$ cat config.mk
export PLATFORM = sky130hd
export DESIGN_NAME = micro_itlb_flat
export DESIGN_NICKNAME = d
export VERILOG_FILES = /design/src/rtl/micro_itlb_if.sv /design/src/rtl/micro_itlb.sv /design/src/flat_wrapper.sv
export SDC_FILE = /design/constraint.sdc
export NUM_CORES = 1
export LEC_CHECK = 0
export BUFFER_PORTS_ARGS = -buffer_cell sky130_fd_sc_hd__clkbuf_2
export CELL_PAD_IN_SITES_DETAIL_PLACEMENT = 0
export CELL_PAD_IN_SITES_GLOBAL_PLACEMENT = 1
export CORE_MARGIN = 2
export CORE_UTILIZATION = 30
export CTS_BUF_LIST = sky130_fd_sc_hd__clkbuf_8
export DETAILED_ROUTE_END_ITERATION = 16
export PLACE_DENSITY = 0.61
export SKIP_CTS_REPAIR_TIMING = 1
export SYNTH_ARGS = -nofsm -noshare
export SYNTH_HDL_FRONTEND = slang
export SYNTH_SLANG_ARGS = --single-unit
$ cat constraint.sdc
create_clock -name clk -period 4.9 [get_ports clk]
set_clock_uncertainty 0.1 [all_clocks]
set_input_delay 1.47 -clock clk [delete_from_list [all_inputs] [get_ports clk]]
set_output_delay 1.47 -clock clk [all_outputs]
set_load 0.01 [all_outputs]
$ cat src/rtl/micro_itlb_if.sv
// Fetch-side request/response and joint-TLB lookup signals of the micro ITLB.
// master drives requests and lookup results; slave is the micro ITLB.
interface micro_itlb_if;
    logic        req_valid;
    logic [31:0] req_vaddr;
    logic        req_ready;
    logic        resp_valid;
    logic [31:0] resp_paddr;
    logic        resp_miss;
    logic        resp_illegal;
    logic        tlb_req;
    logic [19:0] tlb_vpn;
    logic        tlb_ack;
    logic        tlb_miss;
    logic [19:0] tlb_pfn;
    logic        tlb_v;
    logic        tlb_g;

    modport master (
        output req_valid, req_vaddr,
        input  req_ready,
        input  resp_valid, resp_paddr, resp_miss, resp_illegal,
        input  tlb_req, tlb_vpn,
        output tlb_ack, tlb_miss, tlb_pfn, tlb_v, tlb_g
    );

    modport slave (
        input  req_valid, req_vaddr,
        output req_ready,
        output resp_valid, resp_paddr, resp_miss, resp_illegal,
        output tlb_req, tlb_vpn,
        input  tlb_ack, tlb_miss, tlb_pfn, tlb_v, tlb_g
    );
endinterface

$ cat src/rtl/micro_itlb.sv
// Fully-associative instruction micro TLB in front of the joint TLB.
// Define MICRO_ITLB_STATS_EN to add saturating hit/miss counters.
module micro_itlb #(
    parameter int ENTRIES = 4,
    localparam int PTR_W = $clog2(ENTRIES)
) (
    input  logic        clk,
    input  logic        rst,
    input  logic [7:0]  asid,
    input  logic        flush,
`ifdef MICRO_ITLB_STATS_EN
    output logic [31:0] hit_count,
    output logic [31:0] miss_count,
`endif
    micro_itlb_if.slave bus
);

    typedef enum logic [1:0] {
        S_IDLE,
        S_REFILL,
        S_RESP
    } state_t;

    state_t             r_state;
    logic [ENTRIES-1:0] r_present;
    logic [19:0]        r_vpn [ENTRIES];
    logic [7:0]         r_asid [ENTRIES];
    logic               r_g [ENTRIES];
    logic [19:0]        r_pfn [ENTRIES];
    logic               r_v [ENTRIES];
    logic [PTR_W-1:0]   r_ptr;
    logic               r_tlb_req;
    logic [19:0]        r_tlb_vpn;
    logic [11:0]        r_off;
    logic               r_kill;
    logic               r_resp_valid;
    logic [31:0]        r_resp_paddr;
    logic               r_resp_miss;
    logic               r_resp_illegal;

    logic               w_hit;
    logic [PTR_W-1:0]   w_hit_idx;
    logic               w_accept;
    logic               w_ack;
    logic               w_fill;

    assign w_accept = bus.req_valid && (r_state == S_IDLE);
    assign w_ack    = (r_state == S_REFILL) && bus.tlb_ack;
    // A flush anywhere in the refill window drops the fill, not the reply
    assign w_fill   = w_ack && !bus.tlb_miss && !flush && !r_kill;

    assign bus.req_ready    = (r_state == S_IDLE);
    assign bus.resp_valid   = r_resp_valid;
    assign bus.resp_paddr   = r_resp_paddr;
    assign bus.resp_miss    = r_resp_miss;
    assign bus.resp_illegal = r_resp_illegal;
    assign bus.tlb_req      = r_tlb_req;
    assign bus.tlb_vpn      = r_tlb_vpn;

    // Associative match; fills only follow misses so at most one hits
    always_comb begin
        w_hit     = 1'b0;
        w_hit_idx = '0;
        for (int i = 0; i < ENTRIES; i++) begin
            if (r_present[i] &&
                r_vpn[i] == bus.req_vaddr[31:12] &&
                (r_g[i] || r_asid[i] == asid)) begin
                w_hit     = 1'b1;
                w_hit_idx = PTR_W'(i);
            end
        end
    end

    // Valid bits and round-robin victim pointer
    always_ff @(posedge clk or negedge rst) begin
        if (!rst) begin
            r_present <= '0;
            r_ptr     <= '0;
        end else if (flush) begin
            r_present <= '0;
        end else if (w_fill) begin
            r_present[r_ptr] <= 1'b1;
            r_ptr            <= r_ptr + 1'b1;
        end
    end

    // Entry payload, qualified by the valid bits above
    always_ff @(posedge clk) begin
        if (w_fill) begin
            r_vpn[r_ptr]  <= r_tlb_vpn;
            r_asid[r_ptr] <= asid;
            r_g[r_ptr]    <= bus.tlb_g;
            r_pfn[r_ptr]  <= bus.tlb_pfn;
            r_v[r_ptr]    <= bus.tlb_v;
        end
    end

    // Control FSM with registered lookup request and response
    always_ff @(posedge clk or negedge rst) begin
        if (!rst) begin
            r_state        <= S_IDLE;
            r_tlb_req      <= 1'b0;
            r_tlb_vpn      <= '0;
            r_off          <= '0;
            r_kill         <= 1'b0;
            r_resp_valid   <= 1'b0;
            r_resp_paddr   <= '0;
            r_resp_miss    <= 1'b0;
            r_resp_illegal <= 1'b0;
        end else begin
            unique case (r_state)
                S_IDLE: begin
                    r_resp_valid <= 1'b0;
                    if (w_accept) begin
                        if (w_hit) begin
                            r_resp_valid   <= 1'b1;
                            r_resp_paddr   <= {r_pfn[w_hit_idx],
                                               bus.req_vaddr[11:0]};
                            r_resp_miss    <= 1'b0;
                            r_resp_illegal <= ~r_v[w_hit_idx];
                        end else begin
                            r_state   <= S_REFILL;
                            r_tlb_req <= 1'b1;
                            r_tlb_vpn <= bus.req_vaddr[31:12];
                            r_off     <= bus.req_vaddr[11:0];
                            r_kill    <= 1'b0;
                        end
                    end
                end
                S_REFILL: begin
                    if (flush) begin
                        r_kill <= 1'b1;
                    end
                    if (bus.tlb_ack) begin
                        r_tlb_req    <= 1'b0;
                        r_resp_valid <= 1'b1;
                        r_state      <= S_RESP;
                        if (bus.tlb_miss) begin
                            r_resp_paddr   <= '0;
                            r_resp_miss    <= 1'b1;
                            r_resp_illegal <= 1'b0;
                        end else begin
                            r_resp_paddr   <= {bus.tlb_pfn, r_off};
                            r_resp_miss    <= 1'b0;
                            r_resp_illegal <= ~bus.tlb_v;
                        end
                    end
                end
                S_RESP: begin
                    r_resp_valid <= 1'b0;
                    r_state      <= S_IDLE;
                end
                default: begin
                    r_state <= S_IDLE;
                end
            endcase
        end
    end

`ifdef MICRO_ITLB_STATS_EN
    // Saturating hit and refill counters, untouched by flush
    always_ff @(posedge clk or negedge rst) begin
        if (!rst) begin
            hit_count  <= '0;
            miss_count <= '0;
        end else if (w_accept) begin
            if (w_hit) begin
                if (hit_count != 32'hFFFF_FFFF) begin
                    hit_count <= hit_count + 32'd1;
                end
            end else if (miss_count != 32'hFFFF_FFFF) begin
                miss_count <= miss_count + 32'd1;
            end
        end
    end
`endif

endmodule
$ cat src/flat_wrapper.sv
// flat-port wrapper written by rule: the top's interface ports become plain ports
module micro_itlb_flat 
#(
    parameter int ENTRIES = 4,
    localparam int PTR_W = $clog2(ENTRIES)
)
  (clk, rst, asid, flush, bus_req_valid, bus_req_vaddr, bus_req_ready, bus_resp_valid, bus_resp_paddr, bus_resp_miss, bus_resp_illegal, bus_tlb_req, bus_tlb_vpn, bus_tlb_ack, bus_tlb_miss, bus_tlb_pfn, bus_tlb_v, bus_tlb_g);
  micro_itlb_if bus_i ();
  input  logic clk;
  input  logic rst;
  input  logic [7:0] asid;
  input  logic flush;
  input wire logic [$bits(bus_i.req_valid)-1:0] bus_req_valid;
  input wire logic [$bits(bus_i.req_vaddr)-1:0] bus_req_vaddr;
  output wire logic [$bits(bus_i.req_ready)-1:0] bus_req_ready;
  output wire logic [$bits(bus_i.resp_valid)-1:0] bus_resp_valid;
  output wire logic [$bits(bus_i.resp_paddr)-1:0] bus_resp_paddr;
  output wire logic [$bits(bus_i.resp_miss)-1:0] bus_resp_miss;
  output wire logic [$bits(bus_i.resp_illegal)-1:0] bus_resp_illegal;
  output wire logic [$bits(bus_i.tlb_req)-1:0] bus_tlb_req;
  output wire logic [$bits(bus_i.tlb_vpn)-1:0] bus_tlb_vpn;
  input wire logic [$bits(bus_i.tlb_ack)-1:0] bus_tlb_ack;
  input wire logic [$bits(bus_i.tlb_miss)-1:0] bus_tlb_miss;
  input wire logic [$bits(bus_i.tlb_pfn)-1:0] bus_tlb_pfn;
  input wire logic [$bits(bus_i.tlb_v)-1:0] bus_tlb_v;
  input wire logic [$bits(bus_i.tlb_g)-1:0] bus_tlb_g;
  assign bus_i.req_valid = bus_req_valid;
  assign bus_i.req_vaddr = bus_req_vaddr;
  assign bus_req_ready = bus_i.req_ready;
  assign bus_resp_valid = bus_i.resp_valid;
  assign bus_resp_paddr = bus_i.resp_paddr;
  assign bus_resp_miss = bus_i.resp_miss;
  assign bus_resp_illegal = bus_i.resp_illegal;
  assign bus_tlb_req = bus_i.tlb_req;
  assign bus_tlb_vpn = bus_i.tlb_vpn;
  assign bus_i.tlb_ack = bus_tlb_ack;
  assign bus_i.tlb_miss = bus_tlb_miss;
  assign bus_i.tlb_pfn = bus_tlb_pfn;
  assign bus_i.tlb_v = bus_tlb_v;
  assign bus_i.tlb_g = bus_tlb_g;
  micro_itlb #(.ENTRIES(ENTRIES)) u_core (.clk(clk), .rst(rst), .asid(asid), .flush(flush), .bus(bus_i));
endmodule
==> results.md <==
* R2R Path Start: u_core.r_asid[0][1]
* Worst-path fanout max at 34
* Post-DRT Antenna Nets at 0
* Critical Path Start Type: input pin
* Worst endpoint required time at 5280 ps
* Pleak at 5.32 nW
* Yosys top cell area share at 50.5%
* Crit-path leading delay family: simple AND/OR/NAND/NOR gates
* Post-synth EDFFs at 200
* Die height at 203 um
* Hold Path Class: register to register
* Worst-margin pin slew at 929 ps
* WP data arrival at 4180 ps
* Drc violations at 0
* Gpl congestion at 0.762
* Synth area leader: edfxtp_1
* Post-synth ARST share at 27.8%
* Hold Crit Depth at 1
* Top FF cell, synth: edfxtp_1
* Routed WL at 30200 um
* CTS tree: done
* Core area at 38900 um2
* Area grow syn2layout at 18.0%
* Comb power frac at 21.4%
* Vias in the first global route at 7284
* Die width at 203 um
* Largest net degree at the start of global routing at 61
* Max cap viols at 0
* Yosys warns at 0
* Reg-to-reg slack, setup at 1860 ps
* Hold path endpoint: u_core.bus.resp_paddr[8]
* Cell Int Power at 4.74 mW
* NetSw at 2.09 mW
* Critical path class: input pin to register
* Cell count after synthesis at 780
* Crit path time final at 3800 ps
* Drt initial violations at 360
* Unique cell type count in the Yosys netlist at 57
* Syn Area/Cell at 15.2 um2
* First-pass GRT wire length at 45600 um
* Net Sw Frac at 30.6%
* RSZ-0062 raised after global routing: false
* CP max stage cell: or4_1
* Antenna violations before repair at 5
* Sequential Power Share at 47.5%
* Reg2reg path depth at 8
* Setup violators final at 0
* Maximum vdd drop at 0.000250 V
* Number of port buffers at 124
* Layout cells sized above 1 at 27.2%
* Vias per cell at 4.76
* Worst path bufs/invs at 2
* Synth top area cells: edfxtp_1, dfrtp_1, xor2_1
* Nets at 996
* Count of boundary I/O pins at 125
* PnR Total Power at 6.83 mW
* HPWL Detailed at 19300 um
* Rows at 72
* Syn Nets at 855
* PD cells at 487 nW/um2
* Hold Fails Final Rpt at 0
* Worst hold start: u_core.bus.resp_paddr[8]
* DR pass1 iterations at 6
* Clk network pwr share at 31.1%
* H-tree depth at 2
* Starting Density at 30.6%
* Final core area utilization at 36.1%
* Sequential element share of the synthesized area at 66.7%
* Design Area, Final at 14000 um2
* Worst-path cell chain: clkbuf_2 -> xor2_1 -> nor4_1 -> a21oi_1 -> or4_1 -> a41oi_2 -> or2_1 -> buf_12 -> mux2_2
* Number of clock buffers inserted by TritonCTS at 49
* Max Slew Vio Count at 0
* Slew Limit Headroom at 38.1%
* Setup TNS at 0 ps
* Total gr overflow at 0
* Wire length per cell at 20.4 um
* Number of storage elements in the synthesis netlist at 277
* F_max at 0.263 GHz
* Period Utilization, post-route at 77.5%
* CTS clk-pin slew, worst paths at 50 ps
* Die Area at 41300 um2
* Post-synthesis cell area at 11900 um2
* Max incr delay on CP at 590 ps
* Clock root cell: clkbuf_8
* Overall global routing resource usage at 14.8%
* Clock buffer depth at 3
* Placement-stage cell area at 13100 um2
* Status: finished, final reports clean
* R2R Path End: u_core.bus.resp_paddr[4]
* Clk_lat worst skew at 610 ps
* Synth top cells by count: edfxtp_1, dfrtp_1, xor2_1
* Cell with the most instances after synthesis: edfxtp_1
* CP Capture Type: register
* CTS Sinks at 277
* Via Count at 7051
-- registers in the layout, summed over array words and instances, names as in the netlist, 2 cells and up --
register	flops
u_core.r_v	4
u_core.bus.resp_paddr	32
u_core.r_off	12
u_core.r_ptr	2
u_core.r_pfn	80
u_core.r_g	4
u_core.r_present	4
u_core.r_vpn	80
u_core.bus.tlb_vpn	20
u_core.r_state	2
u_core.r_asid	32
-- per-layer routing --
metal	vias to the layer above	routed length [um]	global-route usage (%)
met1	3535	13700	20.4
li1	3266	-	-
met2	187	13700	22.5
met5	-	52	0
met4	8	681	5.58
met3	55	2010	3.92
-- cell type report --
class                           count  area (um2)
Fill cell                        3829       24900
Timing Repair Buffer              142         821
Sequential cell                   277        7930
Tap cell                          518         648
Multi-Input combinational cell    441        3620
Antenna cell                        1        2.50
Inverter                           10        37.5
Clock buffer                       56         771
Clock inverter                     36         208
-- how the worst max path moves through the flow --
stage | start | to | cells after the start
floorplan | bus_tlb_miss | u_core.r_asid[0][0] | 4
global placement | asid[5] | u_core.bus.resp_paddr[5] | 9
global route | asid[5] | u_core.bus.resp_paddr[5] | 9
CTS | asid[5] | u_core.bus.resp_paddr[2] | 9
finish | asid[5] | u_core.bus.resp_paddr[4] | 9
detailed placement | asid[5] | u_core.bus.resp_paddr[6] | 9
-- cells in the final DEF, fill, tap and decap left out, types with 8 or more instances in the layout --
cell type / netlist / final
a21o_1: 20 / 20
a22o_1: 12 / 12
a22oi_1: 20 / 20
a31oi_1: 22 / 22
buf_4: 5 / 14
clkbuf_2: 0 / 123
clkbuf_8: 0 / 56
dfrtp_1: 77 / 77
edfxtp_1: 200 / 200
inv_1: 10 / 33
mux2_1: 33 / 33
mux2_2: 12 / 12
nand2_1: 10 / 10
nand3_1: 8 / 8
nand4_1: 16 / 16
nor2_1: 17 / 16
nor3_1: 25 / 24
nor3b_2: 17 / 17
nor4_1: 25 / 24
o221ai_1: 17 / 17
xnor2_1: 35 / 35
xor2_1: 70 / 70
-- worst reg2reg max path, stage by stage, from the launching register on --
cell and delay, ps:
edfxtp_1 390, xor2_1 150, nor4_1 450, a21oi_1 240
or4_1 590, a41oi_2 220, or2_1 180, buf_12 230
mux2_2 390
-- power by group through the flow --
stage | combinational [mW] | sequential [mW] | clock (mW)
after CTS | 1.50 | 3.25 | 2.21
after global placement | 1.48 | 3.28 | 0
after detailed placement | 1.50 | 3.30 | 0
final | 1.47 | 3.24 | 2.13
after floorplan | 0.811 | 3.32 | 0
after global routing | 1.62 | 3.30 | 2.31
-- metrics by stage --
step / cells / hold slack (ps) / setup WS, ps
detailed placement: 1388 / 374 / 471
global placement: 1388 / 368 / 484
finish: 1481 / 378 / 1100
global route: 1480 / 392 / 971
CTS: 1480 / 386 / 1160
floorplan: 780 / 359 / 1040
-- kinds of logic after synthesis --
group                    synth area share [%]
AND/OR/NAND/NOR                          8.82
AO/OA/AOI/OAI                            7.37
XOR/XNOR                                 8.92
flip-flops                               66.7
multiplexers                             4.34
buffers and inverters                    3.11
adder cells (fa/ha/maj)                 0.736
(Power assumes the default switching activity.)
